### src/rtl/spi_master_param.sv
// Parametrised full-duplex SPI master with run-time CPOL/CPHA, bit order and chip-select choice.
// Busy for CLK_DIV*(2*DATA_WIDTH+2) cycles per word; valid pulses on the first idle cycle after.
module spi_master_param #(
  parameter int DATA_WIDTH = 8,
  parameter int NUM_SLAVES = 4,
  parameter int CLK_DIV    = 2,
  localparam int SEL_W     = (NUM_SLAVES > 1) ? $clog2(NUM_SLAVES) : 1
) (
  input  logic                  spi_clk,
  input  logic                  reset,
  input  logic                  start,
  input  logic [DATA_WIDTH-1:0] tx_data,
  input  logic [SEL_W-1:0]      slave_sel,
  input  logic                  cpol,
  input  logic                  cpha,
  input  logic                  lsb_first,
  input  logic                  miso,
  output logic                  mosi,
  output logic                  spi_scl,
  output logic [NUM_SLAVES-1:0] spi_cs,
  output logic [DATA_WIDTH-1:0] rx_data,
  output logic                  valid,
  output logic                  busy
);

  localparam int DIV_W  = (CLK_DIV > 1) ? $clog2(CLK_DIV) : 1;
  localparam int EDGE_W = $clog2(2 * DATA_WIDTH + 1);
  localparam logic [DIV_W-1:0]  DIV_LAST  = DIV_W'(CLK_DIV - 1);
  localparam logic [EDGE_W-1:0] EDGE_END  = EDGE_W'(2 * DATA_WIDTH);
  localparam logic [EDGE_W-1:0] EDGE_LAST = EDGE_W'(2 * DATA_WIDTH - 1);

  typedef enum logic [1:0] {S_IDLE, S_SETUP, S_XFER, S_HOLD} state_e;

  state_e                state_q, state_d;
  logic [DIV_W-1:0]      div_q, div_d;
  logic [EDGE_W-1:0]     edge_q, edge_d;
  logic                  scl_q, scl_d;
  logic                  mosi_q, mosi_d;
  logic [SEL_W-1:0]      sel_q, sel_d;
  logic                  cpol_q, cpol_d;
  logic                  cpha_q, cpha_d;
  logic                  lsb_q, lsb_d;
  logic [DATA_WIDTH-1:0] tx_q, tx_d;
  logic [DATA_WIDTH-1:0] rx_sh_q, rx_sh_d;
  logic [DATA_WIDTH-1:0] rx_q, rx_d;
  logic                  valid_q, valid_d;
  logic                  edge_now;
  logic                  div_end;
  logic                  sel_ok;
  logic [31:0]           sel_ext;

  function automatic logic first_bit(input logic [DATA_WIDTH-1:0] w, input logic lsb);
    return lsb ? w[0] : w[DATA_WIDTH-1];
  endfunction

  function automatic logic [DATA_WIDTH-1:0] shift_word(input logic [DATA_WIDTH-1:0] w,
                                                       input logic lsb);
    return lsb ? (w >> 1) : (w << 1);
  endfunction

  assign sel_ext = 32'(slave_sel);
  assign sel_ok  = (sel_ext < 32'(NUM_SLAVES));
  assign div_end = (div_q == DIV_LAST);

  always_comb begin
    state_d  = state_q;
    div_d    = div_q;
    edge_d   = edge_q;
    scl_d    = scl_q;
    mosi_d   = mosi_q;
    sel_d    = sel_q;
    cpol_d   = cpol_q;
    cpha_d   = cpha_q;
    lsb_d    = lsb_q;
    tx_d     = tx_q;
    rx_sh_d  = rx_sh_q;
    rx_d     = rx_q;
    valid_d  = 1'b0;
    edge_now = 1'b0;

    case (state_q)
      S_IDLE: begin
        if (start && sel_ok) begin
          sel_d   = slave_sel;
          cpol_d  = cpol;
          cpha_d  = cpha;
          lsb_d   = lsb_first;
          scl_d   = cpol;
          div_d   = '0;
          edge_d  = '0;
          rx_sh_d = '0;
          // cpha=0 presents the first bit before the first SCL edge
          if (cpha) begin
            tx_d = tx_data;
          end else begin
            tx_d   = shift_word(tx_data, lsb_first);
            mosi_d = first_bit(tx_data, lsb_first);
          end
          state_d = S_SETUP;
        end
      end
      S_SETUP: begin
        if (div_end) begin
          div_d    = '0;
          edge_now = 1'b1;
          state_d  = S_XFER;
        end else begin
          div_d = div_q + DIV_W'(1);
        end
      end
      S_XFER: begin
        if (div_end) begin
          div_d = '0;
          if (edge_q == EDGE_END) begin
            state_d = S_HOLD;
          end else begin
            edge_now = 1'b1;
          end
        end else begin
          div_d = div_q + DIV_W'(1);
        end
      end
      S_HOLD: begin
        if (div_end) begin
          div_d   = '0;
          state_d = S_IDLE;
          valid_d = 1'b1;
          rx_d    = rx_sh_q;
        end else begin
          div_d = div_q + DIV_W'(1);
        end
      end
      default: state_d = S_IDLE;
    endcase

    // even edge index = leading edge; sampling edge is leading for cpha=0, trailing for cpha=1
    if (edge_now) begin
      scl_d  = ~scl_q;
      edge_d = edge_q + EDGE_W'(1);
      if (~edge_q[0] ^ cpha_q) begin
        rx_sh_d = lsb_q ? {miso, rx_sh_q[DATA_WIDTH-1:1]} : {rx_sh_q[DATA_WIDTH-2:0], miso};
      end else if (edge_q != EDGE_LAST) begin
        mosi_d = first_bit(tx_q, lsb_q);
        tx_d   = shift_word(tx_q, lsb_q);
      end
    end
  end

  always_ff @(posedge spi_clk or negedge reset) begin
    if (!reset) begin
      state_q <= S_IDLE;
      div_q   <= '0;
      edge_q  <= '0;
      scl_q   <= 1'b0;
      mosi_q  <= 1'b0;
      sel_q   <= '0;
      cpol_q  <= 1'b0;
      cpha_q  <= 1'b0;
      lsb_q   <= 1'b0;
      tx_q    <= '0;
      rx_sh_q <= '0;
      rx_q    <= '0;
      valid_q <= 1'b0;
    end else begin
      state_q <= state_d;
      div_q   <= div_d;
      edge_q  <= edge_d;
      scl_q   <= scl_d;
      mosi_q  <= mosi_d;
      sel_q   <= sel_d;
      cpol_q  <= cpol_d;
      cpha_q  <= cpha_d;
      lsb_q   <= lsb_d;
      tx_q    <= tx_d;
      rx_sh_q <= rx_sh_d;
      rx_q    <= rx_d;
      valid_q <= valid_d;
    end
  end

  assign busy    = (state_q != S_IDLE);
  assign valid   = valid_q;
  assign rx_data = rx_q;
  assign mosi    = mosi_q;
  assign spi_scl = scl_q;
  assign spi_cs  = (state_q == S_IDLE) ? '1 : ~(NUM_SLAVES'(1) << sel_q);

endmodule

### config.mk
export PLATFORM = sky130hd
export DESIGN_NAME = spi_master_param
export DESIGN_NICKNAME = d
export VERILOG_FILES = /design/src/rtl/spi_master_param.sv
export SDC_FILE = /design/constraint.sdc
export NUM_CORES = 1
export LEC_CHECK = 0
export ABC_AREA = 1
export BUFFER_PORTS_ARGS = -buffer_cell sky130_fd_sc_hd__buf_2
export CAP_MARGIN = 20
export CORE_UTILIZATION = 62
export CTS_CLUSTER_DIAMETER = 100
export DETAILED_ROUTE_END_ITERATION = 6
export GPL_TIMING_DRIVEN = 0
export MAX_ROUTING_LAYER = met4
export PLACE_DENSITY = 0.85
export SYNTH_ARGS = -nofsm -noshare
export SYNTH_HDL_FRONTEND = slang
export SYNTH_SLANG_ARGS = --single-unit
### constraint.sdc
create_clock -name spi_clk -period 2.9 [get_ports spi_clk]
set_input_delay 0.58 -clock spi_clk [delete_from_list [all_inputs] [get_ports spi_clk]]
set_output_delay 0.58 -clock spi_clk [all_outputs]
set_load 0.01 [all_outputs]
* Word-level counts from Yosys, hierarchy flattened *
Cells that the tools add are included.

word-level totals
  flip-flop bits (word level) = 39
  bits in latches = 0
  bits in writable memories = 0
  bits in read-only memories = 0
  input bits = 17
  output and inout bits = 16
  word-level logic and storage cells = 82
  memories = 0

cells by class
  add/subtract/negate cells = 2
  multipliers = 0
  div/mod/pow operators = 0
  $lt $le $gt $ge = 1
  equality and inequality tests = 10
  shifts and indexed selects = 1
  mux-type cells = 42
  bitwise operators = 4
  reduce and logical (&&, ||, !) cells = 10

operators with widths
  cell                                                                     number
  8-bit 2-to-1 mux                                                         13
  1-bit 2-to-1 mux                                                         17
  5-bit 2-to-1 mux                                                         3
  2-bit 2-to-1 mux                                                         5
  2-bit inequality test, second input constant                             5
  2-bit one-hot mux with 4 select lines                                    1
  2-bit AND reduction                                                      3
  2-bit nonzero test                                                       3
  5-bit by 1-bit adder with 5-bit output, second input constant            1
  5-bit == test, second input constant                                     1
  5-bit by 4-bit inequality test with 1-bit output, second input constant  1
  5-bit AND reduction                                                      1
  2-bit == test, second input constant                                     2
  4-bit 2-to-1 mux                                                         1
  4-bit inverter                                                           1
  1-bit one-hot mux with 2 select lines                                    2
  1-bit by 2-bit left shift with 4-bit output, first input constant        1
  2-bit by 3-bit < comparator with 1-bit output, second input constant     1
  3-bit OR reduction                                                       1
  2-bit by 1-bit == test with 1-bit output, second input constant          1
  2-bit zero test                                                          1
  1-bit inverter                                                           2
  1-bit adder, second input constant                                       1
  1-bit logical AND                                                        1
  1-bit XOR                                                                1

* Longest topological paths before layout *
Gate-level depths: netlist (run 1).

  word-level depth = 7
  depth in mapped cells = 11

* Worst setup path before layout (run 1) *
OpenSTA, ideal clock, no wires.

  path type = reg-to-output
  start point = reg state_q[0]
  end point = out spi_cs[0]
  data arrival time = 0.942 ns
  data required time = 2.320 ns
  setup slack = 1.378 ns
  stages on the path, launching flop included = 5
  path buffers = 0
  cells stage by stage = dfrtp_1 inv_1 ha_1 inv_1 nand3_1

on the way
  longest elaborated chain between the ends = 2

ends and longest elaborated chain
  element                   line  source
  start: declaration        34    state_e state_q, state_d;
  start signal: assignment  165   state_q <= state_d;
  2-bit zero test           186   assign spi_cs = (state_q == S_IDLE) ? '1 : ~(NUM_SLAVES'(1) << sel_q);
  4-bit 2-to-1 mux          186
  end: declaration          20    output logic [NUM_SLAVES-1:0] spi_cs,

Every way passes these cells.

* Worst setup path in the final report (run 1) *
  start point = reg state_q[0]
  end point = out spi_cs[2]

Same word-level chain as after synthesis.

==> impl_metrics.json, run 1 <==
{
  "power_density_nw_per_um2": 901.0,
  "drc": 0,
  "insertion_delay_ns": 0.29,
  "grt_pass1_vias": 2261,
  "cts_hold_buf": 0,
  "grt_max_degree": 40,
  "synth_async_sr_flop_share_pct": 100.0,
  "routed.top_layer": "met4",
  "rr_worst_depth": 10,
  "rr_endpoint": "tx_q[4]",
  "cts_sinks": 39,
  "ys_seq_area_share_pct": 39.74,
  "start_util_pct": 65.61,
  "crit_family": "flip-flops",
  "drt-met1-wl_mm": 2.247,
  "final_net_count": 414,
  "ant_nets": 0,
  "dr_wl_met2_mm": 2.687,
  "crit_buf_inv": 3,
  "worst_hold_path_type": "in -> async",
  "area_delta_synth_final_pct": 12.94,
  "hpwl_mm": 3.790,
  "r2r_setup_slack_ns": 1.22,
  "core_area_um2": 3744,
  "min_period_ns": 1.948,
  "final-max-slew-violation-count": 0,
  "fillCellCount": 320,
  "end_kind": "output pin",
  "rsz0062_at_grt": "false",
  "max_stage_delay_ns": 0.41,
  "postCtsSetupBuffers": 0,
  "avgSynthCellArea_um2": 6.997,
  "drt-wirelength-per-cell_um": 12.17,
  "diodes": 0,
  "cts_max_path_buffers": 2,
  "synth_compound_gate_area_share_pct": 11.87,
  "synth_xor_area_share_pct": 0.7132,
  "path_cells": "inv_1 > ha_1 > inv_1 > nand3_1 > buf_2",
  "synth-adder-area-share_pct": 4.075,
  "synthDistinctLibCells": 25,
  "ys_seq_elements": 39,
  "critPathSlowestCell": "dfrtp_1",
  "via_count": 2322,
  "dr.pass1.iters": 4,
  "setup_viol": 0,
  "gp_congestion": 0.9188,
  "track_usage_pct": 30.35,
  "cp.required_ns": 2.32,
  "cts_resized": 0,
  "drv_cap": 0,
  "overflow": 0,
  "ys_warn_count": 0,
  "met3_length_um": 284,
  "viasPerCell": 5.314,
  "clock_skew_ns": 0.001589,
  "cts-htree-levels": 2,
  "r2r_start": "state_q[0]",
  "vdd_ir_drop_max_uv": 613.1,
  "die_y_um": 64.94,
  "drt_iter0_drc": 220,
  "cts_made_buffers": 5,
  "clkTransAtPathRegs_ns": 0.08,
  "drt-total-wl_mm": 5.318,
  "crit_top_cell": "inv_1",
  "synthMuxAreaShare_pct": 0,
  "finalSetupTns_ns": 0,
  "grt_pass1_wl_mm": 9.432,
  "path_class": "reg -> out",
  "synth_edf_count": 0,
  "cts_root_buffer": "clkbuf_8",
  "total_power_mw": 2.499,
  "report.final.hold_viol_count": 0,
  "status": "complete, no violations",
  "crit_arrival_ns": 1.37,
  "synth.cell_area_um2": 2456,
  "layout-drive-gt1-share_pct": 15.68,
  "p_leak_nw": 1.537,
  "clock.fmax_mhz": 513.4,
  "path_depth": 5,
  "std_cell_rows": 22,
  "antenna_found_initial": 0,
  "max_slew_margin_pct": 42.19,
  "synth_nets": 376,
  "synth_top_family_by_area": "simple AND/OR/NAND/NOR gates",
  "port_buffers": 31,
  "dieArea_um2": 4217,
  "synth-simple-area-share_pct": 32.96,
  "ioPinCount": 33,
  "synthFlopType": "dfrtp_1",
  "worstMarginPinSlew_ns": 0.8672,
  "min_period_over_period_pct": 67.16,
  "cts_tree": "built",
  "path_max_fanout": 6,
  "synth_cells": 351,
  "die_w_um": 64.94,
  "cp-start-kind": "flip-flop"
}
## worst max-delay path by stage
stage	slack [ns]	start	to
floorplan	1.38	state_q[0]	spi_cs[0]
global placement	1.25	edge_q[0]	mosi
detailed placement	1.23	edge_q[0]	tx_q[7]
CTS	0.94	state_q[0]	spi_cs[2]
global route	0.82	state_q[0]	spi_cs[2]
finish	0.95	state_q[0]	spi_cs[2]
## layout make-up
type | instances | area, µm² | share of cell area, %
multi-input combinational | 253 | 1219 | 43.93
clock buffer | 6 | 72.57 | 2.616
tap | 48 | 60.06 | 2.165
inverter | 46 | 172.7 | 6.225
sequential | 39 | 975.9 | 35.18
clock inverter | 1 | 30.03 | 1.083
timing repair buffer | 31 | 155.1 | 5.593
buffer | 13 | 88.84 | 3.203
## synth_stat cells (2+ instances only)
| cell | number | area (µm²) |
|---|---|---|
| clkbuf_1 | 3 | 11.26 |
| dfrtp_1 | 39 | 975.9 |
| xor2_1 | 2 | 17.52 |
| ha_1 | 8 | 100.1 |
| nand2_1 | 141 | 529.3 |
| nand3_1 | 12 | 60.06 |
| inv_2 | 3 | 11.26 |
| o21ai_0 | 45 | 225.2 |
| nand4_1 | 9 | 56.30 |
| buf_6 | 2 | 22.52 |
| nor2_1 | 15 | 56.30 |
| inv_1 | 43 | 161.4 |
| a21oi_1 | 8 | 40.04 |
| nand2_2 | 2 | 12.51 |
| buf_2 | 5 | 25.02 |
| o21ai_1 | 2 | 10.01 |
| nand2_4 | 4 | 45.04 |
## flip-flops by register name, summed over array words and instances (netlist names)
name     flops
cpha_q       1
div_end      1
edge_q       5
lsb_q        1
mosi         1
rx_data      8
rx_sh_q      8
sel_q        2
spi_scl      1
state_q      2
tx_q         8
valid        1
## routing by layer
layer	vias up	GRT usage, %
li1	1164	-
met1	1066	33.03
met2	80	52.08
met3	12	6.514
met4	0	15.00
met5	-	-
## where the power goes
part | switching [mW] | total (mW) | internal, mW
clock network | 0.192 | 0.444 | 0.252
logic | 0.802 | 1.23 | 0.429
registers | 0.123 | 0.824 | 0.701
## stage by stage
stage	utilization, %	instances	setup slack [ns]	cell area [µm²]	hold slack [ns]
after global routing	74.10	437	0.8165	2774	0.4823
after floorplan	-	351	1.378	2456	0.2844
after global placement	71.36	430	1.249	2671	0.4594
final	74.10	437	0.9524	2774	0.3981
after detailed placement	71.36	430	1.232	2671	0.4686
after CTS	74.10	437	0.9379	2774	0.4342
## cells by family after synthesis
family / count (synthesis)
AND/OR/NAND/NOR: 187
buffers and inverters: 59
AO/OA/AOI/OAI: 56
flip-flops: 39
adder cells (fa/ha/maj): 8
XOR/XNOR: 2
## placed cells by master (no fill, tap or decap)
cell and n:
clkbuf_8 5, clkbuf_4 1, nand3_4 1, bufinv_16 1, or2_2 1, ha_1 8
o21ai_0 45, nand2_2 2, nand2_4 4, dfrtp_1 39, buf_4 1, inv_1 43
nand4_1 9, buf_2 36, a21oi_1 8, nand2_1 141, a21oi_4 1, xor2_1 2
buf_8 1, buf_6 2, o21ai_1 2, clkbuf_1 4, inv_2 3, nor2_1 15
nor2_2 1, nand3_1 12, nor2_8 1
No activity file was read; power rests on OpenSTA's default activity.
==> inputs of run 2 (changes only) <==
--- a/config.mk
+++ b/config.mk
@@ -8,12 +8,12 @@
 export ABC_AREA = 1
 export BUFFER_PORTS_ARGS = -buffer_cell sky130_fd_sc_hd__buf_2
 export CAP_MARGIN = 20
-export CORE_UTILIZATION = 62
+export CORE_UTILIZATION = 52
 export CTS_CLUSTER_DIAMETER = 100
 export DETAILED_ROUTE_END_ITERATION = 6
 export GPL_TIMING_DRIVEN = 0
 export MAX_ROUTING_LAYER = met4
-export PLACE_DENSITY = 0.85
+export PLACE_DENSITY = 0.76
 export SYNTH_ARGS = -nofsm -noshare
 export SYNTH_HDL_FRONTEND = slang
 export SYNTH_SLANG_ARGS = --single-unit
==> constraint.sdc (replaced) <==
create_clock -name spi_clk -period 1.6 [get_ports spi_clk]
set_input_delay 0.32 -clock spi_clk [delete_from_list [all_inputs] [get_ports spi_clk]]
set_output_delay 0.32 -clock spi_clk [all_outputs]
set_load 0.01 [all_outputs]
==> run 2 against run 1 <==
Cell area rose by 4.9%. Sequential share of layout area shrank 1.6 points. Via count increased by 0.69%. Worst setup slack worse by 0.88 ns. Largest cell class unchanged. Clock skew rose by 0.0039 ns. Highest routed layer unchanged. Combinational power rose by 110%. Critical path depth stayed put. Critical path type unchanged. Routed wire length rose by 2.0%. Clock-buffer cell count unchanged.
==> impl_metrics.json, run 2 (synthesis gave the netlist of run 1 again) <==
{
  "mostFrequentLayoutCells": "139 x nand2_1, 42 x o21ai_0, 39 x inv_1",
  "clkTransAtPathRegs_ns": 0.08,
  "ant_nets": 0,
  "port_buffers": 31,
  "drt-total-wl_mm": 5.422,
  "cts_tree": "built",
  "fillCellCount": 399,
  "diodes": 0,
  "overflow": 0,
  "dr_wl_met2_mm": 2.518,
  "max_slew_margin_pct": 41.82,
  "die_y_um": 70.73,
  "report.final.hold_viol_count": 0,
  "drt-wirelength-per-cell_um": 12.13,
  "final_net_count": 419,
  "drc": 0,
  "final-max-slew-violation-count": 0,
  "drv_cap": 0,
  "std_cell_rows": 24,
  "hpwl_mm": 3.722,
  "via_count": 2338,
  "crit_arrival_ns": 1.21,
  "area_delta_synth_final_pct": 18.49,
  "path_class": "reg -> out",
  "routed.top_layer": "met4",
  "max_stage_delay_ns": 0.37,
  "fin_util_pct": 65.48,
  "drt_iter0_drc": 167,
  "ioPinCount": 33,
  "worst_hold_slack_ns": 0.1309,
  "p_leak_nw": 1.579,
  "insertion_delay_ns": 0.30,
  "crit_top_cell": "inv_2",
  "layout-drive-gt1-share_pct": 20.51,
  "final_common_cell": "nand2_1",
  "worst_hold_path_type": "in -> async",
  "drt-met1-wl_mm": 2.594,
  "track_usage_pct": 24.58,
  "grt_pass1_vias": 2239,
  "grt_max_degree": 40,
  "gp_congestion": 0.8710,
  "power_density_nw_per_um2": 1705,
  "cts-htree-levels": 2,
  "min_period_over_period_pct": 95.48,
  "rr_worst_depth": 8,
  "core_area_um2": 4444,
  "vdd_ir_drop_max_uv": 1313,
  "path_max_fanout": 6,
  "start_util_pct": 55.26,
  "die_w_um": 70.73,
  "timing.final.ws_setup_ns": 0.07238,
  "cts_sinks": 39,
  "viasPerCell": 5.230,
  "grt_pass1_wl_mm": 9.528,
  "total_power_mw": 4.963,
  "final_cells": 447,
  "cts_hold_buf": 0,
  "dieArea_um2": 5002,
  "dr.pass1.iters": 4,
  "end_kind": "output pin",
  "clock.fmax_mhz": 654.6,
  "pre_cts_ws_ns": -0.06877,
  "cp-start-kind": "flip-flop",
  "setup_viol": 0,
  "cp.required_ns": 1.28,
  "critPathSlowestCell": "dfrtp_1",
  "antenna_found_initial": 0,
  "min_period_ns": 1.528,
  "met3_length_um": 243,
  "cts_max_path_buffers": 2,
  "worstMarginPinSlew_ns": 0.8726,
  "rsz0062_at_grt": "false",
  "status": "complete, no violations",
  "cts_made_buffers": 5,
  "place_inst": 434,
  "cts_root_buffer": "clkbuf_8",
  "path_cells": "inv_2 > ha_4 > inv_2 > nand3_1 > buf_2",
  "clock_skew_ns": 0.005496
}
## run 2: path summary, 6_finish.rpt
check	start	to	slack, ns
worst max-delay path	state_q[0]	spi_cs[0]	0.07
worst min-delay path	reset	spi_scl	0.13
worst max register to register	edge_q[0]	tx_q[1]	0.09
worst min register to register	rx_data[7]	rx_data[7]	0.48
max in group asynchronous	reset	edge_q[0]	0.88
min in group spi_clk	slave_sel[0]	sel_q[0]	0.23
## run 2: area by class of cell
class	instances	area, µm²	area share, %
multi-input combinational	254	1266	43.51
clock buffer	6	82.58	2.837
sequential	39	977.2	33.58
timing repair buffer	35	197.7	6.793
buffer	13	108.9	3.740
clock inverter	2	35.03	1.204
inverter	46	177.7	6.105
tap	52	65.06	2.236
## run 2: metrics by stage
step | instance area [µm²] | TNS [ns]
final | 2910 | 0
after global routing | 2910 | 0
after CTS | 2855 | 0
after detailed placement | 2676 | -0.5658
after global placement | 2676 | -0.4696
after floorplan | 2456 | 0
## run 2: metal layers
metal	GRT usage, %	vias up
li1	-	1185
met5	-	-
met1	29.45	1084
met2	41.13	61
met3	4.274	8
met4	10.00	0
## run 2: worst max-delay path, delay by kind of cell (launching register included)
family        cells  cell delay [ns]
simple gates      1             0.07
flops             1             0.37
fa+ha+maj         1             0.17
buf+inv           3             0.30
## run 2: report_power, final
part | internal, mW | total (mW) | switching, mW | leakage (nW)
clock network | 0.504 | 0.861 | 0.357 | 0.0612
registers | 1.27 | 1.49 | 0.219 | 0.506
logic | 1.00 | 2.61 | 1.61 | 1.01
## run 2: what timing repair did
| action | in CTS | in global routing |
|---|---|---|
| pin swaps | 1 | 2 |
| resized for setup | 8 | 17 |
| cloned | 0 | 1 |
| endpoints found under the setup margin | 15 | 19 |
| buffers inserted | 4 | 0 |
==> inputs of run 3 (changes only) <==
--- a/config.mk
+++ b/config.mk
@@ -12,7 +12,6 @@
 export CTS_CLUSTER_DIAMETER = 100
 export DETAILED_ROUTE_END_ITERATION = 6
 export GPL_TIMING_DRIVEN = 0
-export MAX_ROUTING_LAYER = met4
 export PLACE_DENSITY = 0.76
 export SYNTH_ARGS = -nofsm -noshare
 export SYNTH_HDL_FRONTEND = slang
==> run 3 against run 2 <==
Fmax rose by 0.37%. Clock-buffer cell count did not move. Utilization did not move. Combinational power barely moved. Die area did not move.
==> impl_metrics.json, run 3 (synthesis gave the netlist of run 1 again) <==
{
  "worst_hold_path_type": "in -> async",
  "clock.fmax_mhz": 657.0,
  "rr_worst_depth": 8,
  "cts-htree-levels": 2,
  "gp_congestion": 0.8573,
  "overflow": 0,
  "cts_root_buffer": "clkbuf_8",
  "layout-drive-gt1-share_pct": 20.51,
  "clock_skew_ns": 0.006451,
  "final_net_count": 419,
  "viasPerCell": 5.195,
  "std_cell_rows": 24,
  "dieArea_um2": 5002,
  "status": "complete, no violations",
  "drc": 0,
  "final-max-slew-violation-count": 0,
  "fin_util_pct": 65.48,
  "rsz0062_at_grt": "false",
  "area_delta_synth_final_pct": 18.49,
  "end_kind": "output pin",
  "power_density_nw_per_um2": 1696,
  "min_period_over_period_pct": 95.13,
  "via_count": 2322,
  "cts_made_buffers": 5,
  "crit_arrival_ns": 1.20,
  "insertion_delay_ns": 0.29,
  "min_period_ns": 1.522,
  "drt-wirelength-per-cell_um": 11.95,
  "cp.required_ns": 1.28,
  "drt-total-wl_mm": 5.341,
  "rr_endpoint": "tx_q[1]",
  "grt_pass1_wl_mm": 9.535,
  "diodes": 0,
  "total_power_mw": 4.935,
  "mostFrequentLayoutCells": "139 x nand2_1, 42 x o21ai_0, 39 x inv_1",
  "report.final.hold_viol_count": 0,
  "r2r_setup_slack_ns": 0.09,
  "max_slew_margin_pct": 42.25,
  "cts_max_path_buffers": 2,
  "r2r_start": "edge_q[0]",
  "clkTransAtPathRegs_ns": 0.08,
  "die_y_um": 70.73,
  "antenna_found_initial": 0,
  "grt_pass1_vias": 2246,
  "ant_nets": 0,
  "track_usage_pct": 23.83,
  "vdd_ir_drop_max_uv": 1314,
  "drv_cap": 0,
  "grt_max_degree": 40,
  "hpwl_mm": 3.722,
  "die_w_um": 70.73,
  "p_leak_nw": 1.579,
  "cts_tree": "built",
  "cp-start-kind": "flip-flop",
  "core_area_um2": 4444,
  "setup_viol": 0,
  "drt_iter0_drc": 179,
  "worstMarginPinSlew_ns": 0.8663,
  "dr.pass1.iters": 4,
  "startpoint": "state_q[0]",
  "ioPinCount": 33,
  "path_class": "reg -> out",
  "path_max_fanout": 6,
  "final_common_cell": "nand2_1",
  "cts_sinks": 39,
  "start_util_pct": 55.26,
  "port_buffers": 31
}
## run 3: cell counts in the layout (fill, tap and decap cells not counted)
Identical to the previous run, type by type.
## run 3: how the worst max path moves through the flow
stage,end,slack (ns),cells past startpoint
6_report,spi_cs[0],0.08,5
5_1_grt,tx_q[5],0.0006,11
2_1_floorplan,tx_q[6],0.12,8
4_1_cts,spi_cs[0],0.002,5
3_3_place_gp,tx_q[5],-0.06,8
3_5_place_dp,tx_q[4],-0.07,8
## run 3: timing repair
action	in CTS	in global routing
endpoints found under the setup margin	15	19
hold buffers	0	0
endpoints found under the hold margin	0	0
gates cloned	0	1
pin swaps	1	2
setup buffers	4	0
resized for setup	8	17
## run 3: report_power, final
| group | internal, mW | total [mW] | switching [mW] | leakage [nW] |
|---|---|---|---|---|
| Combinational | 1.00 | 2.60 | 1.59 | 1.01 |
| Clock | 0.505 | 0.848 | 0.344 | 0.0612 |
| Sequential | 1.27 | 1.49 | 0.218 | 0.506 |
## run 3: layer usage
layer	up-vias	GRT usage, %	wire length (µm)
met1	1065	29.45	2528
met4	0	9.333	13
met3	2	4.701	254
met2	68	41.13	2544
li1	1187	-	-
met5	-	0	0
## run 3: critical path, cell delays in order (launching register included)
cell and delay (ns):
dfrtp_1 0.37, inv_2 0.07, ha_4 0.17, inv_2 0.09, nand3_1 0.07, buf_2 0.14
## run 3: metrics by stage
step | setup slack (ns) | setup TNS, ns | std cells | cell area [µm²] | hold WS [ns]
detailed placement | -0.06877 | -0.5658 | 434 | 2676 | 0.4677
global placement | -0.05529 | -0.4696 | 434 | 2676 | 0.4596
CTS | 0.001530 | 0 | 446 | 2855 | 0.1603
finish | 0.07796 | 0 | 447 | 2910 | 0.1401
global route | 0.0005731 | 0 | 447 | 2910 | 0.2144
floorplan | 0.1200 | 0 | 351 | 2456 | 0.02441
## run 3: layout make-up
cell class / instances / area [µm²]
Tap cell: 52 / 65.06
Clock inverter: 2 / 35.03
Inverter: 46 / 177.7
Fill cell: 399 / 1534
Clock buffer: 6 / 82.58
Buffer: 13 / 108.9
Timing Repair Buffer: 35 / 197.7
Multi-Input combinational cell: 254 / 1266
Sequential cell: 39 / 977.2
